## config.mk

```make
export PLATFORM = sky130hd
export DESIGN_NAME = ex_mem_pipe_reg
export DESIGN_NICKNAME = d
export VERILOG_FILES = /design/src/rtl/riscv_pkg.sv /design/src/rtl/mem_access_check.sv /design/src/rtl/ex_mem_pipe_reg.sv
export SDC_FILE = /design/constraint.sdc
export NUM_CORES = 1
export LEC_CHECK = 0
export CAP_MARGIN = 20
export CORE_MARGIN = 8
export CORE_UTILIZATION = 56
export CTS_CLUSTER_DIAMETER = 40
export DETAILED_ROUTE_END_ITERATION = 6
export DONT_BUFFER_PORTS = 1
export PLACE_DENSITY = 0.74
export SLEW_MARGIN = 20
export SYNTH_ARGS = -nofsm -noshare
export SYNTH_HDL_FRONTEND = slang
export SYNTH_HIERARCHICAL = 1
export SYNTH_SLANG_ARGS = --single-unit
```

## constraint.sdc

```tcl
create_clock -name clk -period 1.6 [get_ports clk]
set_input_delay 0.08 -clock clk [delete_from_list [all_inputs] [get_ports clk]]
set_output_delay 0.08 -clock clk [all_outputs]
set_load 0.005 [all_outputs]
```

## src/rtl/riscv_pkg.sv

```systemverilog
// Shared RISC-V pipeline definitions: load/store width codes, fault causes and
// the memory-stage control bundle.
package riscv_pkg;

  localparam logic [2:0] F3_B  = 3'd0;
  localparam logic [2:0] F3_H  = 3'd1;
  localparam logic [2:0] F3_W  = 3'd2;
  localparam logic [2:0] F3_BU = 3'd4;
  localparam logic [2:0] F3_HU = 3'd5;

  typedef enum logic [1:0] {
    FC_NONE     = 2'b00,
    FC_MISALIGN = 2'b01,
    FC_RANGE    = 2'b10,
    FC_BOTH     = 2'b11
  } fault_cause_t;

  typedef struct packed {
    logic MemWr;
    logic MemRead;
    logic RegWr;
    logic MemtoReg;
  } mem_ctrl_t;

  function automatic fault_cause_t make_cause(input logic misaligned, input logic out_of_range);
    return fault_cause_t'({out_of_range, misaligned});
  endfunction

endpackage

```

## src/rtl/mem_access_check.sv

```systemverilog
// Combinational alignment and range check for a data-memory access.
// Both flags are forced low when the instruction is not a valid memory op.
module mem_access_check
  import riscv_pkg::*;
#(
  parameter int unsigned ADDR_W = 12
) (
  input  logic [1:0]        addr_lsb,
  input  logic [31-ADDR_W:0] addr_hi,
  input  logic [2:0]        funct3,
  input  logic              mem_op,
  output logic              misaligned,
  output logic              out_of_range
);

  logic mis_raw;

  always_comb begin
    mis_raw = 1'b0;
    unique case (funct3)
      F3_B, F3_BU: mis_raw = 1'b0;
      F3_H, F3_HU: mis_raw = addr_lsb[0];
      F3_W:        mis_raw = (addr_lsb != 2'b00);
      default:     mis_raw = 1'b1;  // undefined widths are reported as misaligned
    endcase
  end

  assign misaligned   = mem_op & mis_raw;
  assign out_of_range = mem_op & (|addr_hi);

endmodule

```

## src/rtl/ex_mem_pipe_reg.sv

```systemverilog
// EX/MEM pipeline register: captures EX results, squashes faulting loads/stores
// and keeps a sticky first-fault record until cleared.
module ex_mem_pipe_reg
  import riscv_pkg::*;
#(
  parameter int unsigned ADDR_W = 12
) (
  input  logic              clk,
  input  logic              n_rst,
  input  logic              stall,
  input  logic              flush,
  input  logic              ex_valid,
  input  logic [31:0]       ex_alu_result,
  input  logic [31:0]       ex_store_data,
  input  logic [2:0]        ex_funct3,
  input  logic [4:0]        ex_rd,
  input  logic              ex_MemWr,
  input  logic              ex_MemRead,
  input  logic              ex_RegWr,
  input  logic              ex_MemtoReg,
  input  logic              fault_clr,
  output logic              mem_valid,
  output logic [ADDR_W-1:0] mem_addr,
  output logic [31:0]       mem_alu_result,
  output logic [31:0]       mem_write_data,
  output logic [2:0]        mem_funct3,
  output logic [4:0]        mem_rd,
  output logic              mem_MemWr,
  output logic              mem_MemRead,
  output logic              mem_RegWr,
  output logic              mem_MemtoReg,
  output logic              fault_valid,
  output logic [1:0]        fault_cause,
  output logic [31:0]       fault_addr,
  output logic              fault_is_store
);

  logic         misaligned;
  logic         out_of_range;
  logic         ex_fault;
  logic         load_en;
  mem_ctrl_t    ex_ctrl;

  logic         valid_q,   valid_d;
  logic [31:0]  alu_q,     alu_d;
  logic [31:0]  wdata_q,   wdata_d;
  logic [2:0]   funct3_q,  funct3_d;
  logic [4:0]   rd_q,      rd_d;
  mem_ctrl_t    ctrl_q,    ctrl_d;

  logic         fvalid_q,  fvalid_d;
  fault_cause_t fcause_q,  fcause_d;
  logic [31:0]  faddr_q,   faddr_d;
  logic         fstore_q,  fstore_d;

  mem_access_check #(
    .ADDR_W (ADDR_W)
  ) u_check (
    .addr_lsb     (ex_alu_result[1:0]),
    .addr_hi      (ex_alu_result[31:ADDR_W]),
    .funct3       (ex_funct3),
    .mem_op       (ex_valid & (ex_MemWr | ex_MemRead)),
    .misaligned   (misaligned),
    .out_of_range (out_of_range)
  );

  assign ex_fault = misaligned | out_of_range;
  assign load_en  = ~flush & ~stall;
  assign ex_ctrl  = '{MemWr: ex_MemWr, MemRead: ex_MemRead, RegWr: ex_RegWr, MemtoReg: ex_MemtoReg};

  always_comb begin
    valid_d  = valid_q;
    alu_d    = alu_q;
    wdata_d  = wdata_q;
    funct3_d = funct3_q;
    rd_d     = rd_q;
    ctrl_d   = ctrl_q;
    if (flush) begin
      valid_d = 1'b0;
      ctrl_d  = '0;
    end else if (!stall) begin
      valid_d  = ex_valid;
      alu_d    = ex_alu_result;
      wdata_d  = ex_store_data;
      funct3_d = ex_funct3;
      rd_d     = ex_rd;
      ctrl_d   = (ex_valid && !ex_fault) ? ex_ctrl : '0;
    end
  end

  // Clear is applied first so a fault captured on the same edge overwrites it.
  always_comb begin
    fvalid_d = fvalid_q;
    fcause_d = fcause_q;
    faddr_d  = faddr_q;
    fstore_d = fstore_q;
    if (fault_clr) begin
      fvalid_d = 1'b0;
      fcause_d = FC_NONE;
      faddr_d  = '0;
      fstore_d = 1'b0;
    end
    if (load_en && ex_fault && (!fvalid_q || fault_clr)) begin
      fvalid_d = 1'b1;
      fcause_d = make_cause(misaligned, out_of_range);
      faddr_d  = ex_alu_result;
      fstore_d = ex_MemWr;
    end
  end

  always_ff @(posedge clk or negedge n_rst) begin
    if (!n_rst) begin
      valid_q  <= 1'b0;
      alu_q    <= '0;
      wdata_q  <= '0;
      funct3_q <= '0;
      rd_q     <= '0;
      ctrl_q   <= '0;
    end else begin
      valid_q  <= valid_d;
      alu_q    <= alu_d;
      wdata_q  <= wdata_d;
      funct3_q <= funct3_d;
      rd_q     <= rd_d;
      ctrl_q   <= ctrl_d;
    end
  end

  always_ff @(posedge clk or negedge n_rst) begin
    if (!n_rst) begin
      fvalid_q <= 1'b0;
      fcause_q <= FC_NONE;
      faddr_q  <= '0;
      fstore_q <= 1'b0;
    end else begin
      fvalid_q <= fvalid_d;
      fcause_q <= fcause_d;
      faddr_q  <= faddr_d;
      fstore_q <= fstore_d;
    end
  end

  assign mem_valid      = valid_q;
  assign mem_addr       = alu_q[ADDR_W-1:0];
  assign mem_alu_result = alu_q;
  assign mem_write_data = wdata_q;
  assign mem_funct3     = funct3_q;
  assign mem_rd         = rd_q;
  assign mem_MemWr      = ctrl_q.MemWr;
  assign mem_MemRead    = ctrl_q.MemRead;
  assign mem_RegWr      = ctrl_q.RegWr;
  assign mem_MemtoReg   = ctrl_q.MemtoReg;
  assign fault_valid    = fvalid_q;
  assign fault_cause    = fcause_q;
  assign fault_addr     = faddr_q;
  assign fault_is_store = fstore_q;

endmodule
```

# Word-level counts from Yosys, hierarchy flattened
# Index checks and enable logic that the tools add are counted.
dict set report op_classes {
  shift 0
  mul 0
  add_sub_neg 0
  n_eq_ne 5
  n_lt_le_gt_ge 0
  mux 13
  reduce_logical 13
  n_bitwise 8
  div 0
}
# operator n
set ops {}
lappend ops {{32-bit 2-to-1 mux} 2}
lappend ops {{20-bit OR reduction} 1}
lappend ops {{4-bit 2-to-1 mux} 3}
lappend ops {{3-bit equality test (second input constant)} 2}
lappend ops {{1-bit 2-to-1 mux} 5}
lappend ops {{1-bit bitwise AND} 4}
lappend ops {{2-bit 2-to-1 mux} 2}
lappend ops {{2-bit nonzero test} 2}
lappend ops {{2-bit OR reduction} 2}
lappend ops {{3-bit by 1-bit equality test with 1-bit output (second input constant)} 1}
lappend ops {{3-bit by 2-bit equality test with 1-bit output (second input constant)} 1}
lappend ops {{1-bit logical AND} 3}
lappend ops {{3-bit logical NOT} 1}
lappend ops {{1-bit one-hot mux with 3 select lines} 1}
lappend ops {{1-bit logical NOT} 2}
lappend ops {{2-bit by 1-bit inequality test with 1-bit output (second input constant)} 1}
lappend ops {{1-bit inverter} 2}
lappend ops {{1-bit bitwise OR} 2}
lappend ops {{2-bit AND reduction} 1}
lappend ops {{1-bit logical OR} 1}
dict set report totals {
  ram_bits 0
  rom_bits 0
  out_inout_bits 125
  input_bits 82
  word_cells 52
  ff_bits 113
  memories 0
  latchBits 0
}

# Logic depth before layout (Yosys ltp)
# Gate-level depths: netlist of run 1.
dict set report logic_depth {
  depth_word 10
  mapped_depth 7
  mapped_depth_nobuf 6
}

# Modules after synthesis
# The synthesis of run 1 kept the hierarchy.
# module cells_each area_each_um2 n_inst seq_area_each_um2
set by_module_without_submodules {}
lappend by_module_without_submodules {ex_mem_pipe_reg 296 4540.6 1 2827.7}
lappend by_module_without_submodules {mem_access_check 11 65.1 1 0.0}

# Worst setup path after synthesis of run 1
# No wires, ideal clock.
dict set report synth_path {
  path_type {register to register}
  start {reg fvalid_q, in the netlist fault_valid}
  end {reg faddr_q[10], in the netlist fault_addr[10]}
  path_buffers 1
  setup_ns 0.125
  path_slack_ns 0.098
  t_required_ns 1.475
  t_arrival_ns 1.378
  synth_period_minus_slack_ns 1.502
  path_stages_with_launch 5
  cell_sequence {dfrtp_1 -> nor2b_1 -> nor3_4 -> buf_6 -> mux2_2}
}
dict set report synth_via {
  elab_chain_cells 4
  elab_cells_between_ends 5
  cone_classes {mux (1); reduce/logical (4)}
}
# element line_no
set synth_lines {}
lappend synth_lines {{start: declaration} ex_mem_pipe_reg.sv:51} ;# logic fvalid_q, fvalid_d;
lappend synth_lines {{start signal: assignment} ex_mem_pipe_reg.sv:136} ;# fvalid_q <= fvalid_d;
lappend synth_lines {{1-bit logical NOT (*)} ex_mem_pipe_reg.sv:103} ;# if (load_en && ex_fault && (!fvalid_q || fault_clr)) begin
lappend synth_lines {{1-bit logical OR (*)} ex_mem_pipe_reg.sv:103}
lappend synth_lines {{1-bit logical AND (*)} ex_mem_pipe_reg.sv:103}
lappend synth_lines {{32-bit 2-to-1 mux / 2-bit nonzero test (equally long branches)} n/a}
lappend synth_lines {{end signal: assignment} ex_mem_pipe_reg.sv:138} ;# faddr_q <= faddr_d;
lappend synth_lines {{end: declaration} ex_mem_pipe_reg.sv:53} ;# logic [31:0] faddr_q, faddr_d;
# Mark *: on every way between the ends. The rest lies on a longest branch, timed or not.
# A chain may end at the register's enable or synchronous reset.

# Final worst setup path of run 1
dict set report layout_path {
  start {in ex_funct3[1]}
  end {reg faddr_q[20], in the netlist fault_addr[20]}
}
dict set report layout_via {
  elab_chain_cells 8
  elab_cells_between_ends 14
  cone_classes {eq/ne (4); mux (2); bitwise (2); reduce/logical (6)}
}
# element line_no
set layout_lines {}
lappend layout_lines {{start: declaration} ex_mem_pipe_reg.sv:15} ;# input logic [2:0] ex_funct3,
lappend layout_lines {{3-bit by 1-bit equality test with 1-bit output, or another cell as far along} mem_access_check.sv:20} ;# unique case (funct3)
lappend layout_lines {{2-bit OR reduction} mem_access_check.sv:20}
lappend layout_lines {{1-bit one-hot mux with 3 select lines (*)} mem_access_check.sv:20}
lappend layout_lines {{1-bit bitwise AND (*)} mem_access_check.sv:28} ;# assign misaligned = mem_op & mis_raw;
lappend layout_lines {{named net misaligned} ex_mem_pipe_reg.sv:38} ;# logic misaligned;
lappend layout_lines {{1-bit bitwise OR (*)} ex_mem_pipe_reg.sv:67} ;# assign ex_fault = misaligned | out_of_range;
lappend layout_lines {{1-bit logical AND (*) (2 in a row)} ex_mem_pipe_reg.sv:103}
lappend layout_lines {{32-bit 2-to-1 mux / 2-bit nonzero test (equally long branches)} n/a}
# The timed path passes the listed nets; every way through them passes the cells marked *.

==> results of run 1 <==
worst reg2reg max path, delay by kind of cell, from the launching register on:
| family | cells | cell delay [ps] |
|---|---|---|
| buf+inv | 2 | 290 |
| mux | 1 | 330 |
| flops | 1 | 370 |
| simple gates | 2 | 320 |
synthesized netlist by cell type:
cell | instances | area (um2)
nor3_4 | 1 | 16.3
nor4_1 | 5 | 31.3
buf_2 | 3 | 15.0
a22o_1 | 4 | 35.0
dfrtp_1 | 113 | 2830
nand2_1 | 1 | 3.75
buf_6 | 4 | 45.0
clkbuf_1 | 7 | 26.3
mux2_2 | 105 | 1180
o21a_1 | 2 | 15.0
nand3_1 | 1 | 5.00
mux2_1 | 2 | 22.5
and3_1 | 1 | 6.26
a21oi_1 | 1 | 5.00
nor2_1 | 4 | 15.0
or2_1 | 1 | 6.26
o41ai_1 | 1 | 8.76
buf_4 | 12 | 90.1
mux2i_1 | 1 | 10.0
nor2b_1 | 37 | 231
o21bai_1 | 1 | 7.51
area by class of cell:
| type | count | area, um2 |
|---|---|---|
| Clock buffer | 21 | 449 |
| Clock inverter | 10 | 87.6 |
| Fill cell | 512 | 1930 |
| Multi-Input combinational cell | 168 | 1640 |
| Sequential cell | 113 | 2830 |
| Tap cell | 105 | 131 |
| Timing Repair Buffer | 100 | 1030 |
what timing repair did:
item	CTS	global route
hold buffers	82	5
hold endpoints to repair	226	118
buffers inserted	0	1
endpoints found under the setup margin	0	39
gates resized for setup	0	15
registers in the layout, indices dropped and copies added (netlist names):
register and cells:
fault_addr 32, mem_MemRead 1, mem_valid 1, mem_MemtoReg 1, mem_funct3 3, mem_MemWr 1
mem_alu_result 32, fault_cause 2, mem_RegWr 1, mem_rd 5, mem_write_data 32, fault_is_store 1
fault_valid 1
cells by family (layout without fill, tap and decap cells):
group,Yosys count,count (layout)
multiplexers,108,108
AND/OR/NAND/NOR,51,51
buffers and inverters,26,131
flip-flops,113,113
AO/OA/AOI/OAI,9,9
metrics by stage:
step / setup TNS [ps] / power [uW] / setup slack, ps / hold WS [ps]
after floorplan: 0 / 3940 / 97.6 / -216
after global placement: -759 / 4020 / -45.6 / -213
after detailed placement: -1530 / 4050 / -85.5 / -213
after CTS: 0 / 7630 / 3.29 / -746
after global routing: 0 / 7910 / 40.2 / -755
final: 0 / 7600 / 113 / -722
path summary, 6_finish.rpt:
kind                                                startpoint                              to  slack (ps)  cells after the start
min in group clk                             ex_alu_result[30]  mem_alu_result[30]$_DFFE_PN0P_          10                      2
worst max register to register         fault_valid$_DFFE_PN0P_      fault_addr[20]$_DFFE_PN0P_         180                      5
max in group asynchronous                                n_rst      fault_addr[19]$_DFFE_PN0P_        2170                      0
worst min-delay path                                     n_rst  mem_write_data[12]$_DFFE_PN0P_        -720                      0
worst max-delay path                              ex_funct3[1]      fault_addr[20]$_DFFE_PN0P_         110                      8
worst min register to register  mem_write_data[16]$_DFFE_PN0P_  mem_write_data[16]$_DFFE_PN0P_         540                      1
per-layer routing:
| metal | global-route usage | vias to the layer above | part of all wire |
|---|---|---|---|
| met1 | 0.216 | 1421 | 0.36 |
| li1 | - | 1250 | - |
| met4 | 0.0905 | 0 | 0.019 |
| met5 | 0 | - | 0 |
| met2 | 0.336 | 141 | 0.49 |
| met3 | 0.122 | 19 | 0.13 |
power breakdown:
part | switching, uW | total, uW | internal [uW]
registers | 314 | 3510 | 3200
clock network | 1230 | 3350 | 2120
logic | 243 | 748 | 506
==> run_results.csv, run 1 <==
group,metric,value,unit
outcome,run_status,"finished, violations left",
outcome,failed_checks,"negative hold slack",
global_route,globalRouteOverflowTotal,0,
detailed_routing,drt_iter0_drc,93,
cts,cts_made_buffers,17,
worst_hold_path,hold_path.class,"in -> async",
cts,worst_setup_hold_path_clk_slew,50,ps
layout,final_util,0.761,
power_and_ir_drop,power.leakage,0.00275,uW
synthesis,synth_simple_gate_area_frac,0.0685,
critical_path,crit_path_max_incr_delay,550,ps
floorplanning,die_x,107,um
layout,n_antenna_cell,0,
floorplanning,initial_cell_density_of_the_core,0.569,
critical_path,startpoint_class_of_the_critical_path,"primary input",
floorplanning,top_level_ports,207,
floorplanning,core.rowCount,33,
cts,clock_latency,500,ps
critical_path,critical_path_buf_inv_count,3,
cts,clkSinkCount,113,
place,hpwl,7310,um
critical_path,critical_path.cell_chain,"dlygate4sd3_1, a21oi_1, nor2_1, nor2_4, nor3_4, buf_12, buf_6, mux2_2",
timing,layout_worst_path_cycle_share,0.930,
synthesis,synth_cell_type_count,21,
cts,clock_path_buffers,2,
synthesis,yosys_warnings,6,
power_and_ir_drop,power_density,1230,mW/mm2
place,total_placed_instance_area,0.00466,mm2
floorplanning,floorplan.die.height,107,um
cts,cts_root_buf,"clkbuf_8",
timing,minimum_period_implied_by_the_final_worst_setup_slack,1490,ps
global_route,initial_antenna_violation_count,0,
synthesis,synth.avg_cell_area,15.0,um2
floorplanning,die_area,0.0114,mm2
critical_path,timing_worst_setup_path_type,"in -> reg",
synthesis,syn_inst,307,
synthesis,yosys.area_share.adder,0,
floorplanning,placeableCoreArea,0.00809,mm2
synthesis,synth_seq_cells,113,
layout,finish.instance_area,0.00616,mm2
detailed_routing,routed_wl,11800,um
layout,flow.area_growth_from_synthesis,33.7,%
critical_path,critical_path_required,1970,ps
detailed_routing,wl_per_cell,22.9,um
critical_path,critical_path.max_fanout,8,
layout,drive_above_1_share,0.374,
synthesis,synth.cell_area,0.00461,mm2
critical_path,crit_path_end_kind,"flip-flop",
timing,maxSlewViolCount,0,
place,routabilityCongestion,0.723,
layout,post_layout_nonfiller_instances,517,
cts,tritoncts_clock_tree,"yes",
place,placedCellCount,397,
detailed_routing,drc,0,
timing,fin_hold_ws,-722,ps
layout,mostFrequentLayoutCells,"dfrtp_1 (113), mux2_2 (105), dlygate4sd3_1 (82), nor2b_1 (37), clkbuf_16 (16)",
synthesis,synth_top_family_by_area,"multiplexers",
timing,rsz0062_at_grt,"no",
place,io_buffer_count,0,
layout,layout.nets,482,
synthesis,share_of_the_synthesized_netlist_area_taken_by_xor_and_xnor_gates,0,
critical_path,critical_path.top_delay_family,"buffers and inverters",
synthesis,seq_area_frac_synth,0.614,
timing,hold_viol,113,
timing,worst_pin_slew,464,ps
timing,maxSlewHeadroom,0.690,
global_route,grt_use_total,0.208,
global_route,grt_pass1_wl,18300,um
critical_path,arrival,1860,ps
detailed_routing,detail-route-antenna-nets,0,
layout,mostFrequentLayoutCell,"dfrtp_1",
flow_run,cap_viol_max_count,0,
timing,achievable-frequency,0.672,GHz
synthesis,postSynthNetCount,389,
timing,final-setup-viol-count,0,
global_route,grt_start_max_net_pins,114,
cts,cts.htree.levels,4,
detailed_routing,routed-via-count,2831,
synthesis,synth_compound_gate_area_share,0.0155,
power_and_ir_drop,peakVddDrop,0.000717,V
detailed_routing,route.detailed.vias_per_inst,5.48,
global_route,via_count_of_the_first_global_routing_pass,3232,
critical_path,slowest_stage,"dlygate4sd3_1",
detailed_routing,detailedRoute.firstPassIterationCount,4,
timing,skew,9.96,ps
synthesis,synth.mux.area_fraction,0.264,
(Power assumes the default switching activity.)
==> inputs of run 2 (changes only) <==
--- a/config.mk
+++ b/config.mk
@@ -5,6 +5,7 @@
 export SDC_FILE = /design/constraint.sdc
 export NUM_CORES = 1
 export LEC_CHECK = 0
+export ABC_AREA = 1
 export CAP_MARGIN = 20
 export CORE_MARGIN = 8
 export CORE_UTILIZATION = 56
==> run_results.csv, run 2 <==
group,metric,value,unit
synthesis,syn_inst,531,
power_and_ir_drop,combinationalPowerShare,0.092,
layout,multi_input_area,0.00156,mm2
timing,hold_viol,113,
layout,fillCellCount,531,
cts,cts_root_buf,"clkbuf_8",
critical_path,startpoint_class_of_the_critical_path,"primary input",
synthesis,async_reset_ff_frac,1.00,
critical_path,arrival,2030,ps
power_and_ir_drop,internal_power,5820,uW
critical_path,critical_path.cell_chain,"nor2_4, dlygate4sd3_1, buf_4, nand2_1, dlygate4sd3_1, nand2_1",
floorplanning,floorplan.die.height,108,um
outcome,failed_checks,"negative hold slack",
global_route,initial_antenna_violation_count,0,
synthesis,synth_seq_cells,113,
floorplanning,top_level_ports,207,
floorplanning,die_x,108,um
layout,mostFrequentLayoutCells,"nand2_1 (263), dfrtp_1 (113), dlygate4sd3_1 (100), nand3_1 (36), nand4_1 (35)",
global_route,via_count_of_the_first_global_routing_pass,4312,
worst_hold_path,hold_path.class,"in -> async",
power_and_ir_drop,power_density,1250,mW/mm2
critical_path,critical_path_buf_inv_count,3,
synthesis,synth.avg_cell_area,8.83,um2
critical_path,critical_path.max_fanout,30,
synthesis,yosys.area_share.adder,0,
floorplanning,core.rowCount,33,
global_route,grt_start_max_net_pins,114,
timing,skew,6.26,ps
timing,achievable-frequency,0.627,GHz
place,routabilityCongestion,0.736,
place,io_buffer_count,0,
synthesis,share_of_the_synthesized_netlist_area_taken_by_xor_and_xnor_gates,0,
layout,flow.area_growth_from_synthesis,32.1,%
synthesis,synth.cell_area,0.00469,mm2
timing,final-setup-viol-count,0,
critical_path,crit_path_end_kind,"flip-flop",
synthesis,synth_compound_gate_area_share,0.00747,
power_and_ir_drop,power.net_switching,1920,uW
detailed_routing,detail-route-antenna-nets,0,
detailed_routing,routed-via-count,4134,
cts,cts_made_buffers,17,
detailed_routing,wl_per_cell,19.9,um
power_and_ir_drop,share_clk_of_total_power,0.464,
layout,drive_above_1_share,0.0715,
cts,clock_path_buffers,2,
critical_path,crit_path_max_incr_delay,630,ps
floorplanning,placeableCoreArea,0.00818,mm2
flow_run,cap_viol_max_count,0,
place,total_placed_instance_area,0.00461,mm2
layout,layout.nets,698,
synthesis,yosysTopAreaCell,"dfrtp_1",
timing,worst_pin_slew,704,ps
layout,mostFrequentLayoutCell,"nand2_1",
critical_path,timing_worst_setup_path_type,"in -> reg",
place,hpwl,8360,um
synthesis,synth_top_family_by_area,"simple AND/OR/NAND/NOR gates",
detailed_routing,detailedRoute.firstPassIterationCount,5,
power_and_ir_drop,p_seq_frac,0.444,
power_and_ir_drop,power.leakage,0.00318,uW
synthesis,postSynthNetCount,613,
timing,maxSlewHeadroom,0.531,
layout,finish.instance_area,0.00620,mm2
timing,fin_hold_ws,-727,ps
global_route,grt_use_total,0.251,
detailed_routing,route.detailed.vias_per_inst,5.63,
cts,worst_setup_hold_path_clk_slew,50,ps
critical_path,rrSetupSlack,320,ps
layout,area_used_by_sequential_logic_in_the_layout,0.00283,mm2
detailed_routing,routed_wl,14600,um
timing,minimum_period_implied_by_the_final_worst_setup_slack,1600,ps
detailed_routing,drc,0,
global_route,globalRouteOverflowTotal,0,
synthesis,synth_cell_type_count,21,
cts,clkSinkCount,113,
power_and_ir_drop,peakVddDrop,0.000628,V
floorplanning,initial_cell_density_of_the_core,0.574,
synthesis,synth_simple_gate_area_frac,0.322,
floorplanning,die_area,0.0116,mm2
timing,layout_worst_path_cycle_share,0.998,
synthesis,yosys_most_used_dff,"dfrtp_1",
critical_path,slowest_stage,"dlygate4sd3_1",
timing,maxSlewViolCount,0,
power_and_ir_drop,p_sw_frac,0.248,
cts,clock_latency,500,ps
synthesis,post-synth-top-count-cell,"nand2_1",
detailed_routing,drt_iter0_drc,290,
synthesis,synth.mux.area_fraction,0,
synthesis,seq_area_frac_synth,0.603,
critical_path,critical_path.top_delay_family,"buffers and inverters",
synthesis,yosys_warnings,6,
outcome,run_status,"finished, violations left",
synthesis,synthTopCellsByCount,"nand2_1 (263), dfrtp_1 (113), nand3_1 (36)",
critical_path,critical_path_required,2040,ps
cts,cts.htree.levels,4,
synthesis,post_synth_main_area_contributors,"dfrtp_1 (60%), nand2_1 (21%), nand4_1 (4.7%)",
layout,n_antenna_cell,0,
cts,tritoncts_clock_tree,"yes",
synthesis,synthDominantCellAreaShare,0.603,
global_route,grt_pass1_wl,22600,um
timing,rsz0062_at_grt,"yes",
synthesis,synth-edff-count,0,
## run 2: cell count changes in the layout (fill, tap and decap cells not counted), sizes merged, moves of 18 or more
cell,delta
nand3,+38
nand4,+35
nand2,+264
dlygate4sd3,+18
mux2,-107
nor2b,-37
## run 2: path summary, 6_finish.rpt
kind                                                     start                              to  depth (start not counted)
min in group clk                                         stall      fault_addr[30]$_DFFE_PN0P_                          4
max in group asynchronous                                n_rst  mem_write_data[10]$_DFFE_PN0P_                          0
worst min register to register  mem_alu_result[15]$_DFFE_PN0P_  mem_alu_result[15]$_DFFE_PN0P_                          2
worst min-delay path                                     n_rst  mem_write_data[21]$_DFFE_PN0P_                          0
worst max-delay path                                     flush   mem_write_data[0]$_DFFE_PN0P_                          6
worst max register to register           mem_valid$_DFFE_PN0P_           mem_valid$_DFFE_PN0P_                          3
## run 2: routing by layer
metal  vias to the layer above  share of wire  track usage
met5                         -              0            0
met4                         0          0.024        0.100
met3                        33           0.12        0.112
met2                       231           0.51        0.419
met1                      2014           0.35        0.272
li1                       1856              -            -
## run 2: final cells by class
type | instances | share of cell area
Sequential cell | 113 | 0.456
Tap cell | 105 | 0.0212
Timing Repair Buffer | 108 | 0.171
Multi-Input combinational cell | 364 | 0.252
Clock buffer | 21 | 0.0693
Clock inverter | 11 | 0.0224
Inverter | 12 | 0.00767
## run 2: power groups by stage
stage	logic, uW	registers, uW	clock network [uW]
after global routing	797	3470	3760
after global placement	440	3480	0
after CTS	673	3440	3630
final	716	3440	3590
after detailed placement	470	3480	0
after floorplan	458	3380	0
## run 2: metrics by stage
step,TNS [ps],instances,power (uW),utilization,setup WS (ps)
6_report,0,734,7750,0.758,3.92
5_1_grt,-73.1,734,8040,0.758,-17.9
4_1_cts,0,732,7750,0.754,57.9
3_5_place_dp,0,601,3950,0.564,107
3_3_place_gp,0,601,3920,0.564,181
2_1_floorplan,0,531,3840,-,380
## run 2: cells by family (layout without fill, tap and decap cells)
group | count (synthesis) | after routing
buf+inv | 55 | 152
simple gates | 356 | 357
compound gates | 7 | 7
flops | 113 | 113
## run 2: repair_timing
item	4_1_cts	5_1_grt
hold endpoints to repair	225	114
buffers inserted	0	0
hold buffers	99	1
endpoints found under the setup margin	0	36
gates resized for setup	0	2
